<file path="src/rtl/dmem_arbiter_pkg.sv">
// -----------------------------------------------------------------------------
// dmem_arbiter_pkg
// Shared types for the data-memory arbiter.
//   arb_state_e : who owned the RAM on the last cycle
//   owner_e     : which port a pending read return belongs to
//   UBHW_*      : funct3 size/sign codes understood by the byte-lane RAM
// -----------------------------------------------------------------------------
package dmem_arbiter_pkg;

  typedef enum logic [1:0] {
    ST_IDLE       = 2'd0,
    ST_CPU_OWN    = 2'd1,
    ST_EXT_OWN    = 2'd2,
    ST_EXT_LOCKED = 2'd3
  } arb_state_e;

  typedef enum logic [1:0] {
    OWN_NONE = 2'd0,
    OWN_CPU  = 2'd1,
    OWN_EXT  = 2'd2
  } owner_e;

  localparam logic [2:0] UBHW_B  = 3'b000;
  localparam logic [2:0] UBHW_H  = 3'b001;
  localparam logic [2:0] UBHW_W  = 3'b010;
  localparam logic [2:0] UBHW_BU = 3'b100;
  localparam logic [2:0] UBHW_HU = 3'b101;

  // Width of the starvation counter; STARVE_MAX must fit in it (1..15).
  localparam int CNT_W = 4;

endpackage

</file>
<file path="src/rtl/dmem_rr_counter.sv">
// -----------------------------------------------------------------------------
// dmem_rr_counter
// Saturating count of consecutive CPU grants taken while EXT is waiting.
//   i_clk    : clock
//   i_rst_n  : synchronous active-low reset
//   i_clr    : clear (EXT granted, or EXT not waiting); wins over i_inc
//   i_inc    : CPU granted while EXT waits
//   o_at_max : count has reached STARVE_MAX, EXT must win the next tie
// -----------------------------------------------------------------------------
module dmem_rr_counter
  import dmem_arbiter_pkg::*;
#(
  parameter int STARVE_MAX = 4
) (
  input  logic i_clk,
  input  logic i_rst_n,
  input  logic i_clr,
  input  logic i_inc,
  output logic o_at_max
);

  localparam logic [CNT_W-1:0] LP_MAX = CNT_W'(STARVE_MAX);

  logic [CNT_W-1:0] r_cnt;

  always_ff @(posedge i_clk) begin
    if (!i_rst_n) begin
      r_cnt <= '0;
    end else if (i_clr) begin
      r_cnt <= '0;
    end else if (i_inc && (r_cnt != LP_MAX)) begin
      r_cnt <= r_cnt + 1'b1;
    end
  end

  assign o_at_max = (r_cnt == LP_MAX);

endmodule

</file>
<file path="src/rtl/dmem_arbiter.sv">
// -----------------------------------------------------------------------------
// dmem_arbiter
// Shares the single-ported data RAM between the MEM stage (CPU) and an
// external debug/DMA port (EXT). One access per cycle, CPU has priority,
// a starvation counter bounds EXT lockout, ext_lock lets EXT hold a burst.
//   clk, rst          : clock, synchronous active-low reset
//   cpu_* (in)        : MEM-stage request, write flag, address, data, size
//   cpu_stall         : CPU request not granted this cycle (to hazard unit)
//   cpu_rdata/rvalid  : load return, one cycle after the grant
//   ext_valid/ready   : EXT handshake; ext_we/addr/wdata/ubhw/lock request
//   ext_rdata/rvalid  : EXT read return, one cycle after the grant
//   ram_*             : RAM access port; ram_dout is valid one cycle after
//                       the address is presented
// -----------------------------------------------------------------------------
module dmem_arbiter
  import dmem_arbiter_pkg::*;
#(
  parameter int ADDR_W     = 32,
  parameter int DATA_W     = 32,
  parameter int STARVE_MAX = 4
) (
  input  logic              clk,
  input  logic              rst,
  input  logic              cpu_req,
  input  logic              cpu_we,
  input  logic [ADDR_W-1:0] cpu_addr,
  input  logic [DATA_W-1:0] cpu_wdata,
  input  logic [2:0]        cpu_ubhw,
  output logic              cpu_stall,
  output logic [DATA_W-1:0] cpu_rdata,
  output logic              cpu_rvalid,
  input  logic              ext_valid,
  output logic              ext_ready,
  input  logic              ext_we,
  input  logic [ADDR_W-1:0] ext_addr,
  input  logic [DATA_W-1:0] ext_wdata,
  input  logic [2:0]        ext_ubhw,
  input  logic              ext_lock,
  output logic [DATA_W-1:0] ext_rdata,
  output logic              ext_rvalid,
  output logic [ADDR_W-1:0] ram_addr,
  output logic              ram_we,
  output logic [DATA_W-1:0] ram_din,
  output logic [2:0]        ram_ubhw,
  input  logic [DATA_W-1:0] ram_dout
);

  arb_state_e        r_state, w_state_nxt;
  owner_e            r_tag, w_tag_nxt;
  logic              w_gnt_cpu, w_gnt_ext;
  logic              w_starve_hit;
  logic [ADDR_W-1:0] r_addr;
  logic [DATA_W-1:0] r_din;
  logic [2:0]        r_ubhw;

  dmem_rr_counter #(
    .STARVE_MAX(STARVE_MAX)
  ) u_starve (
    .i_clk    (clk),
    .i_rst_n  (rst),
    .i_clr    (~ext_valid | w_gnt_ext),
    .i_inc    (w_gnt_cpu & ext_valid),
    .o_at_max (w_starve_hit)
  );

  // EXT only beats a competing CPU request when it has been starved long
  // enough or is in the middle of a locked burst.
  always_comb begin
    w_gnt_ext = ext_valid & (~cpu_req | w_starve_hit | (r_state == ST_EXT_LOCKED));
    w_gnt_cpu = cpu_req & ~w_gnt_ext;
  end

  always_comb begin
    w_state_nxt = ST_IDLE;
    w_tag_nxt   = OWN_NONE;
    if (w_gnt_ext) begin
      w_state_nxt = ext_lock ? ST_EXT_LOCKED : ST_EXT_OWN;
      if (!ext_we) w_tag_nxt = OWN_EXT;
    end else if (w_gnt_cpu) begin
      w_state_nxt = ST_CPU_OWN;
      if (!cpu_we) w_tag_nxt = OWN_CPU;
    end
  end

  // Address/data/size are driven straight through in the grant cycle so the
  // read returns one cycle later; without a grant they hold the last value.
  always_comb begin
    ram_addr = r_addr;
    ram_din  = r_din;
    ram_ubhw = r_ubhw;
    ram_we   = 1'b0;
    if (w_gnt_ext) begin
      ram_addr = ext_addr;
      ram_din  = ext_wdata;
      ram_ubhw = ext_ubhw;
      ram_we   = ext_we;
    end else if (w_gnt_cpu) begin
      ram_addr = cpu_addr;
      ram_din  = cpu_wdata;
      ram_ubhw = cpu_ubhw;
      ram_we   = cpu_we;
    end
    if (!rst) ram_we = 1'b0;
  end

  assign cpu_stall = cpu_req & ~w_gnt_cpu;
  assign ext_ready = ext_valid & w_gnt_ext;

  always_ff @(posedge clk) begin
    if (!rst) begin
      r_state <= ST_IDLE;
      r_tag   <= OWN_NONE;
      r_addr  <= '0;
      r_din   <= '0;
      r_ubhw  <= '0;
    end else begin
      r_state <= w_state_nxt;
      r_tag   <= w_tag_nxt;
      if (w_gnt_ext || w_gnt_cpu) begin
        r_addr <= ram_addr;
        r_din  <= ram_din;
        r_ubhw <= ram_ubhw;
      end
    end
  end

  // Return path: the registered tag steers ram_dout to its owner; the
  // non-owner sees zero so reset leaves both data outputs at 0.
  assign cpu_rvalid = (r_tag == OWN_CPU);
  assign ext_rvalid = (r_tag == OWN_EXT);
  assign cpu_rdata  = cpu_rvalid ? ram_dout : '0;
  assign ext_rdata  = ext_rvalid ? ram_dout : '0;

endmodule

</file>
<file path="config.mk">
export PLATFORM = sky130hd
export DESIGN_NAME = dmem_arbiter
export DESIGN_NICKNAME = d
export VERILOG_FILES = /design/src/rtl/dmem_arbiter_pkg.sv /design/src/rtl/dmem_rr_counter.sv /design/src/rtl/dmem_arbiter.sv
export SDC_FILE = /design/constraint.sdc
export NUM_CORES = 1
export LEC_CHECK = 0
export CORE_UTILIZATION = 35
export CTS_BUF_LIST = sky130_fd_sc_hd__clkbuf_2 sky130_fd_sc_hd__clkbuf_4 sky130_fd_sc_hd__clkbuf_8
export DETAILED_ROUTE_END_ITERATION = 8
export PLACE_DENSITY = 0.89
export SLEW_MARGIN = 20
export SYNTH_ARGS = -nofsm -noshare
export SYNTH_HDL_FRONTEND = slang
export SYNTH_SLANG_ARGS = --single-unit
</file>
<file path="constraint.sdc">
create_clock -name clk -period 1.9 [get_ports clk]
set_clock_uncertainty 0.1 [all_clocks]
set_input_delay 0.285 -clock clk [delete_from_list [all_inputs] [get_ports clk]]
set_output_delay 0.285 -clock clk [all_outputs]
set_load 0.03 [all_outputs]
</file>
==> impl_results.md, run 1 <==
* Max_slew headroom at about three quarters
* Skew-Pair Late Insertion Delay at 0.36 ns
* Top cell type by total area after synthesis: dfxtp_1
* Post-Synth Simple-Gate Area at 19.8%
* Critical path, cell by cell: inv_2, ha_4, nand3b_1, a21boi_4, buf_8, buf_12, buf_16, buf_8, mux2_4, buf_6
* Post-route ant nets at 0
* Synth top area share at 29.9%
* Share of cells above drive strength 1 at 44.0%
* Cts bufs inserted at 9
* Port bufs at 308
* Top post-synthesis cells by count: 138 x nand2_1, 96 x mux2_2, 75 x dfxtp_1, 69 x mux2i_1, 66 x and2_1
* Mapped Cells at 549
* DRT Wirelength at 20400 um
* Most used cell, CP: buf_8
* WHS at about 0.32 ns
* Unique masters post-synth at 21
* Number of DRC markers in iteration 0 at 131
* Main combinational cell family by area after synthesis: multiplexers
* CP endpoint kind: output port
* Synth Net Count at 724
* Synthesized area at 5030 um^2
* Crit path largest cell delay at 0.33 ns
* DR vias at 5521
* Placer Congestion at 0.861
* Power per standard cell area at 540 nW/um^2
* EDFF count, synth at 0
* Clk buf depth at 2
* Initial antenna violation count at 3
* Data arrival, critical path at 2.17 ns
* Avg Inst Size Synth at 9.16 um^2
* Routed length per instance at about 18 um
* DP Area at roughly 8500 um^2
* Total grt overflow at 0
* Post-synthesis mux area share at between 40% and 50%
* Global-route wire length before repair at 28200 um
* Setup TNS at -39.15 ns
* Final core utilization at 69.9%
* Crit path kind: reg2out
* Die Area at 14800 um^2
* Gr usage total at between 20% and 30%
* DR DRC count at 0
* Clock transition at path regs at 0.09 ns
* Worst Setup Start Kind: register
* Final period utilization at 135%
* Clk sink count at between 70 and 80
* Outcome: finished, violations left
* Die X at 122 um
* CORE AREA at around 14000 um^2
* Avg Vias per Cell at 4.89
* Post-DP HPWL at around 13000 um
* CTS tree: built
* Slowest cell on crit path: dfxtp_2
* RSZ-0062 raised after global routing: true
* Finished Cell Area at 9740 um^2
* Synthesized flop and latch total at 75
* Crit path time final at 2.56 ns
* Cells taking the most area after synthesis: dfxtp_1 30%, mux2_2 22%, mux2i_1 14%
* Top-count cell post-synth: nand2_1
* Fmax at 391 MHz
* Worst Path Buf+Inv at 6
* Synth Area in Compound Gates at 0.448%
* Worst IR Drop VDD at 0.457 mV
* Vias in the first global route at 5372
* Min-delay worst type: in2reg
* Io pins at 309
* Pin count of the biggest net entering global routing at 89
* Pre-Repair DR Iteration Count at 4
* P&R area growth vs syn at 93.7%
* Final-report setup violation count at 76
* Clock root cell: clkbuf_8
* Final Hold Vio Count at 0
* Seq/Total Area, Yosys at 29.9%
* CP required at 1.51 ns
* Final cell count without fillers at 1129
* Site Rows at 43
* Failing checks: negative setup slack
* Most used DFF post-synth: dfxtp_1
* Slew Viols, Final at 0
* Final setup margin at -0.658 ns
* Layout net count at 1116
* Worst-path maximum fanout at 6
* Yosys warns at 0
* Synth async-reset ratio at 0%
* Max-cap viol count at 0
* Starting Density at 36.1%
* Clock H-tree levels at 3
* P_leak at approximately 4.5 nW
* Adder-cell share of the synthesized area at less than 1%
* Cells after DPL at 1048
* Slew @ Worst Pin at about 0.37 ns
* Family with the most delay on the worst path: buffers and inverters
* Chip Height at 122 um
* XOR/XNOR Fraction of Synth Area at 0.348%
==> kinds of logic (layout without fill, tap and decap cells) <==
kind of cell | Yosys count | after routing
and+or+nand+nor | 217 | 217
other | 0 | 3
buffers and inverters | 48 | 445
DFF | 75 | 75
xor gates and xnor gates | 2 | 2
adders and majority gates | 2 | 2
AOI/OAI and AO/OA | 2 | 2
muxes | 203 | 203
==> state kept, by name, indices dropped and copies added (netlist names) <==
register,count
r_din,32
r_tag,2
r_addr,32
u_starve.r_cnt,4
r_ubhw,3
r_state,2
==> worst min-delay path, stage by stage <==
cell and delay [ns]:
buf_4 0.15, buf_4 0.18, nand2_1 0.06, mux2i_1 0.05
==> path summary, 6_finish.rpt <==
check | from | end | slack [ns] | cells after the start
worst min register to register | u_starve.r_cnt[0]$_SDFFE_PP0P_ | u_starve.r_cnt[0]$_SDFFE_PP0P_ | 0.42 | 2
worst max-delay path | u_starve.r_cnt[0]$_SDFFE_PP0P_ | ram_din[19] | -0.66 | 10
worst max register to register | u_starve.r_cnt[0]$_SDFFE_PP0P_ | r_addr[18]$_SDFFE_PN0P_ | -0.18 | 13
worst min-delay path | rst | r_din[27]$_SDFFE_PN0P_ | 0.32 | 4
==> stage by stage <==
| stage | setup slack, ns | power [mW] |
|---|---|---|
| 2_1_floorplan | -0.0208 | 2.84 |
| 5_1_grt | -0.752 | 5.47 |
| 3_5_place_dp | -0.819 | 3.74 |
| 4_1_cts | -0.729 | 5.16 |
| 3_3_place_gp | -0.784 | 3.71 |
| 6_report | -0.658 | 5.26 |
==> placed cells by master (no fill, tap or decap), types with 2 or more instances in the layout <==
| master | synthesis | routed |
|---|---|---|
| mux2_2 | 96 | 72 |
| nor3_1 | 2 | 2 |
| diode_2 | 0 | 3 |
| buf_6 | 6 | 94 |
| dfxtp_1 | 75 | 73 |
| clkinvlp_4 | 0 | 2 |
| buf_2 | 11 | 5 |
| mux2i_1 | 69 | 68 |
| mux2_4 | 0 | 62 |
| inv_2 | 0 | 2 |
| and2_1 | 66 | 65 |
| nand3_1 | 2 | 2 |
| clkinv_2 | 0 | 4 |
| buf_12 | 0 | 16 |
| nor2_1 | 5 | 5 |
| buf_4 | 7 | 128 |
| nand2_1 | 138 | 138 |
| clkbuf_8 | 0 | 9 |
| buf_16 | 0 | 2 |
| clkdlybuf4s50_1 | 0 | 170 |
| buf_8 | 0 | 9 |
| dfxtp_2 | 0 | 2 |
==> per-layer routing <==
metal | share of wire [%] | GRT usage, %
met5 | 0 | 0
met2 | 53 | 48.2
met4 | 3.5 | 12.0
met3 | 6.8 | 5.85
met1 | 37 | 25.7
==> report_power, final <==
group	switching, mW	internal (mW)
clock network	0.671	0.470
registers	0.0309	1.69
logic	1.06	1.33
==> what timing repair did <==
action	in CTS	in global routing
setup endpoints to repair	71	122
pin swaps	2	1
gates cloned	5	2
hold buffers	0	0
gates resized for setup	454	66
buffers inserted	41	22
==> layout make-up <==
| type | instances | area, um^2 |
|---|---|---|
| Multi-Input combinational cell | 426 | 3530 |
| Clock buffer | 9 | 124 |
| Sequential cell | 75 | 1500 |
| Timing Repair Buffer | 426 | 4290 |
| Antenna cell | 3 | 7.51 |
| Inverter | 3 | 11.3 |
| Fill cell | 980 | 4200 |
| Clock inverter | 7 | 43.8 |
| Tap cell | 180 | 225 |
No activity file was read; power rests on OpenSTA's default activity.
==> inputs of run 2 (changes only) <==
Settings changed: ABC_AREA from default to 1, CORE_UTILIZATION 35 to 34.
==> run 2 against run 1 <==
Net effect: count of clock-buffer cells in the layout up 3; the run still ends with negative setup slack left; design area increased by 3.7%; global-route usage grew 6.3 points; critical endpoint is now ram_din[26]; critical path depth rose by 1; highest routed layer unchanged; utilization up 6.1 points; largest power group unchanged; register-to-register slack got worse by 0.14 ns; combinational power grew 15%; non-clock buffer count grew 33.
==> impl_results.md, run 2 <==
* Slew Viols, Final at 0
* Reg2reg start: u_starve.r_cnt[0]$_SDFFE_PP0P_
* EDFF count, synth at 0
* DR DRC count at 0
* Mapped Cells at 795
* Site Rows at 42
* Critical path, cell by cell: inv_2, ha_4, nand3_4, nand2_4, buf_6, buf_12, clkbuf_16, nand3_2, nand2_2, inv_1, buf_6
* Chip Height at 119 um
* RR Endpoint: r_din[12]$_SDFFE_PN0P_
* Most used cell, CP: buf_6
* Cells taking the most area after synthesis: dfxtp_1 32%, nand2_1 15%, inv_1 14%
* Number of DRC markers in iteration 0 at 362
* Avg Inst Size Synth at 5.85 um^2
* Synthesized flop and latch total at 75
* Global-route wire length before repair at 34200 um
* Top post-synthesis cells by count: 187 x nand2_1, 175 x inv_1, 139 x nor2_1, 75 x dfxtp_1, 70 x nand3_1
* Data arrival, critical path at 1.86 ns
* Crit path capture: ram_din[26]
* R2R setup slack at -0.32 ns
* Final period utilization at 118%
* Clk buf depth at 2
* Pin count of the biggest net entering global routing at 59
* Final core utilization at between 70% and 80%
* Unique masters post-synth at 23
* Post-route ant nets at 0
* CTS tree: built
* Biggest regs: r_addr x32, r_din x32, u_starve.r_cnt x4
* Layout net count at 1390
* Avg Vias per Cell at 4.97
* Final setup margin at -0.350 ns
* Max-cap viol count at 0
* Clock H-tree levels at 3
* Die X at roughly 120 um
* Most used DFF post-synth: dfxtp_1
* Cts bufs inserted at 9
* Final Hold Vio Count at 0
* RSZ-0062 raised after global routing: true
* CP endpoint kind: output port
* Seq/Total Area, Yosys at 32.3%
* DRT Wirelength at 25000 um
* Crit path kind: reg2out
* Top-count cell post-synth: nand2_1
* Post-DP HPWL at around 14000 um
* Final-report setup violation count at 76
* Skew-Pair Late Insertion Delay at 0.37 ns
* Clk sink count at 75
* Gr usage total at 31.6%
* Synth Net Count at 970
* Final cell count without fillers at 1399
* Io pins at 309
* Clock root cell: clkbuf_8
* Slew @ Worst Pin at about 0.43 ns
* P&R area growth vs syn at 117%
* CP required at 1.51 ns
* Pre-Repair DR Iteration Count at 5
* Max_slew headroom at just over 70%
* Starting Density at 35.0%
* Vias in the first global route at roughly 6800
* Port bufs at a little over 300
* # hold bufs at CTS at 0
* Clock transition at path regs at 0.08 ns
* Failing checks: negative setup slack
* Die Area at between 10000 and 15000 um^2
* Top cell type by total area after synthesis: dfxtp_1
* Share of cells above drive strength 1 at 41.6%
* Worst IR Drop VDD at 0.383 mV
* Worst setup path start: u_starve.r_cnt[0]$_SDFFE_PP0P_
* Worst-path maximum fanout at 8
* Yosys warns at 0
* DR vias at 6948
* P_leak at 5.32 nW
* Synth top area share at roughly 32%
* Crit path time final at 2.25 ns
* Total power at 5.81 mW
* Outcome: finished, violations left
* Synthesized area at 4650 um^2
* Placer Congestion at 0.899
* Synth async-reset ratio at 0%
* Worst Setup Start Kind: register
* Fmax at between 400 and 500 MHz
* CORE AREA at 13300 um^2
* Hold path depth at 5
* WHS at 0.296 ns
* Slowest cell on crit path: dfxtp_2
* FF-to-FF path depth at 16
* Min-delay worst type: in2reg
* Crit path largest cell delay at 0.33 ns
* Initial antenna violation count at 5
* Power per standard cell area at around 580 nW/um^2
* Commonest non-fill, non-tap cells in the layout: 170 x buf_4, 170 x clkdlybuf4s50_1, 127 x nor2_1, 126 x inv_1, 114 x nand2_1
* Routed length per instance at 17.9 um
* Total grt overflow at 0
* Cells after DPL at 1287
* Fill cells at 866
[run 2: power breakdown]
group / total [mW] / internal (mW) / switching [mW] / leakage, nW
Clock: 1.34 / 0.699 / 0.642 / 0.104
Sequential: 1.72 / 1.69 / 0.0321 / 0.624
Combinational: 2.74 / 1.37 / 1.37 / 4.59
[run 2: area by class of cell]
cell class	count	area (um^2)	area share (%)
clock inverter	2	35.0	0.347
multi-input combinational	493	2850	28.3
inverter	177	667	6.61
tap	176	220	2.18
timing repair buffer	459	4640	46.0
clock buffer	12	165	1.64
antenna	5	12.5	0.124
sequential	75	1500	14.9
[run 2: metal layers]
| metal | routed length (um) | GRT usage [%] | vias up |
|---|---|---|---|
| li1 | - | - | 3166 |
| met1 | 8050 | 30.0 | 3235 |
| met2 | 13200 | 58.5 | 422 |
| met3 | 1870 | 8.19 | 125 |
| met4 | 1880 | 22.9 | 0 |
| met5 | 0 | 0 | - |
[run 2: worst min path at each step]
| stage | to | slack (ns) | startpoint |
|---|---|---|---|
| global placement | u_starve.r_cnt[0]$_SDFFE_PP0P_ | 0.41 | u_starve.r_cnt[0]$_SDFFE_PP0P_ |
| CTS | u_starve.r_cnt[1]$_SDFFE_PP0P_ | 0.27 | cpu_req |
| global route | u_starve.r_cnt[1]$_SDFFE_PP0P_ | 0.34 | cpu_req |
| detailed placement | u_starve.r_cnt[0]$_SDFFE_PP0P_ | 0.42 | u_starve.r_cnt[0]$_SDFFE_PP0P_ |
| finish | u_starve.r_cnt[1]$_SDFFE_PP0P_ | 0.30 | cpu_req |
| floorplan | r_tag[0]$_SDFF_PP0_ | 0.26 | cpu_we |
[run 2: cells by family (layout without fill, tap and decap cells)]
family                   Yosys count  in the layout  share of synthesized area [%]
other                              0              5                              0
flip-flops                        75             75                           32.3
buffers and inverters            227            650                           19.7
AND/OR/NAND/NOR                  421            421                           37.2
XOR/XNOR                           2              2                          0.377
adder cells (fa/ha/maj)            2              2                          0.538
AO/OA/AOI/OAI                     68             68                           9.93
[run 2: stage by stage]
stage               setup TNS (ns)  setup WS, ns  cell area, um^2
floorplan                    -2.19       -0.0731             4650
global placement                 0        0.0346             7990
detailed placement               0        0.0319             7990
CTS                         -19.48        -0.300             9350
global route                -27.49        -0.418            10100
finish                      -21.81        -0.350            10100
[run 2: critical path: cells and delay by family (launching register included)]
| kind | cells | cell delay, ns |
|---|---|---|
| adder cells (fa/ha/maj) | 1 | 0.14 |
| buffers and inverters | 6 | 0.67 |
| flip-flops | 1 | 0.33 |
| AND/OR/NAND/NOR | 4 | 0.36 |
[run 2: timing repair]
| item | CTS | global route |
|---|---|---|
| gates resized for setup | 149 | 172 |
| cloned | 8 | 3 |
| hold endpoints to repair | 0 | 0 |
| endpoints found under the setup margin | 100 | 87 |
| pin swaps | 43 | 57 |
| buffers inserted | 68 | 27 |
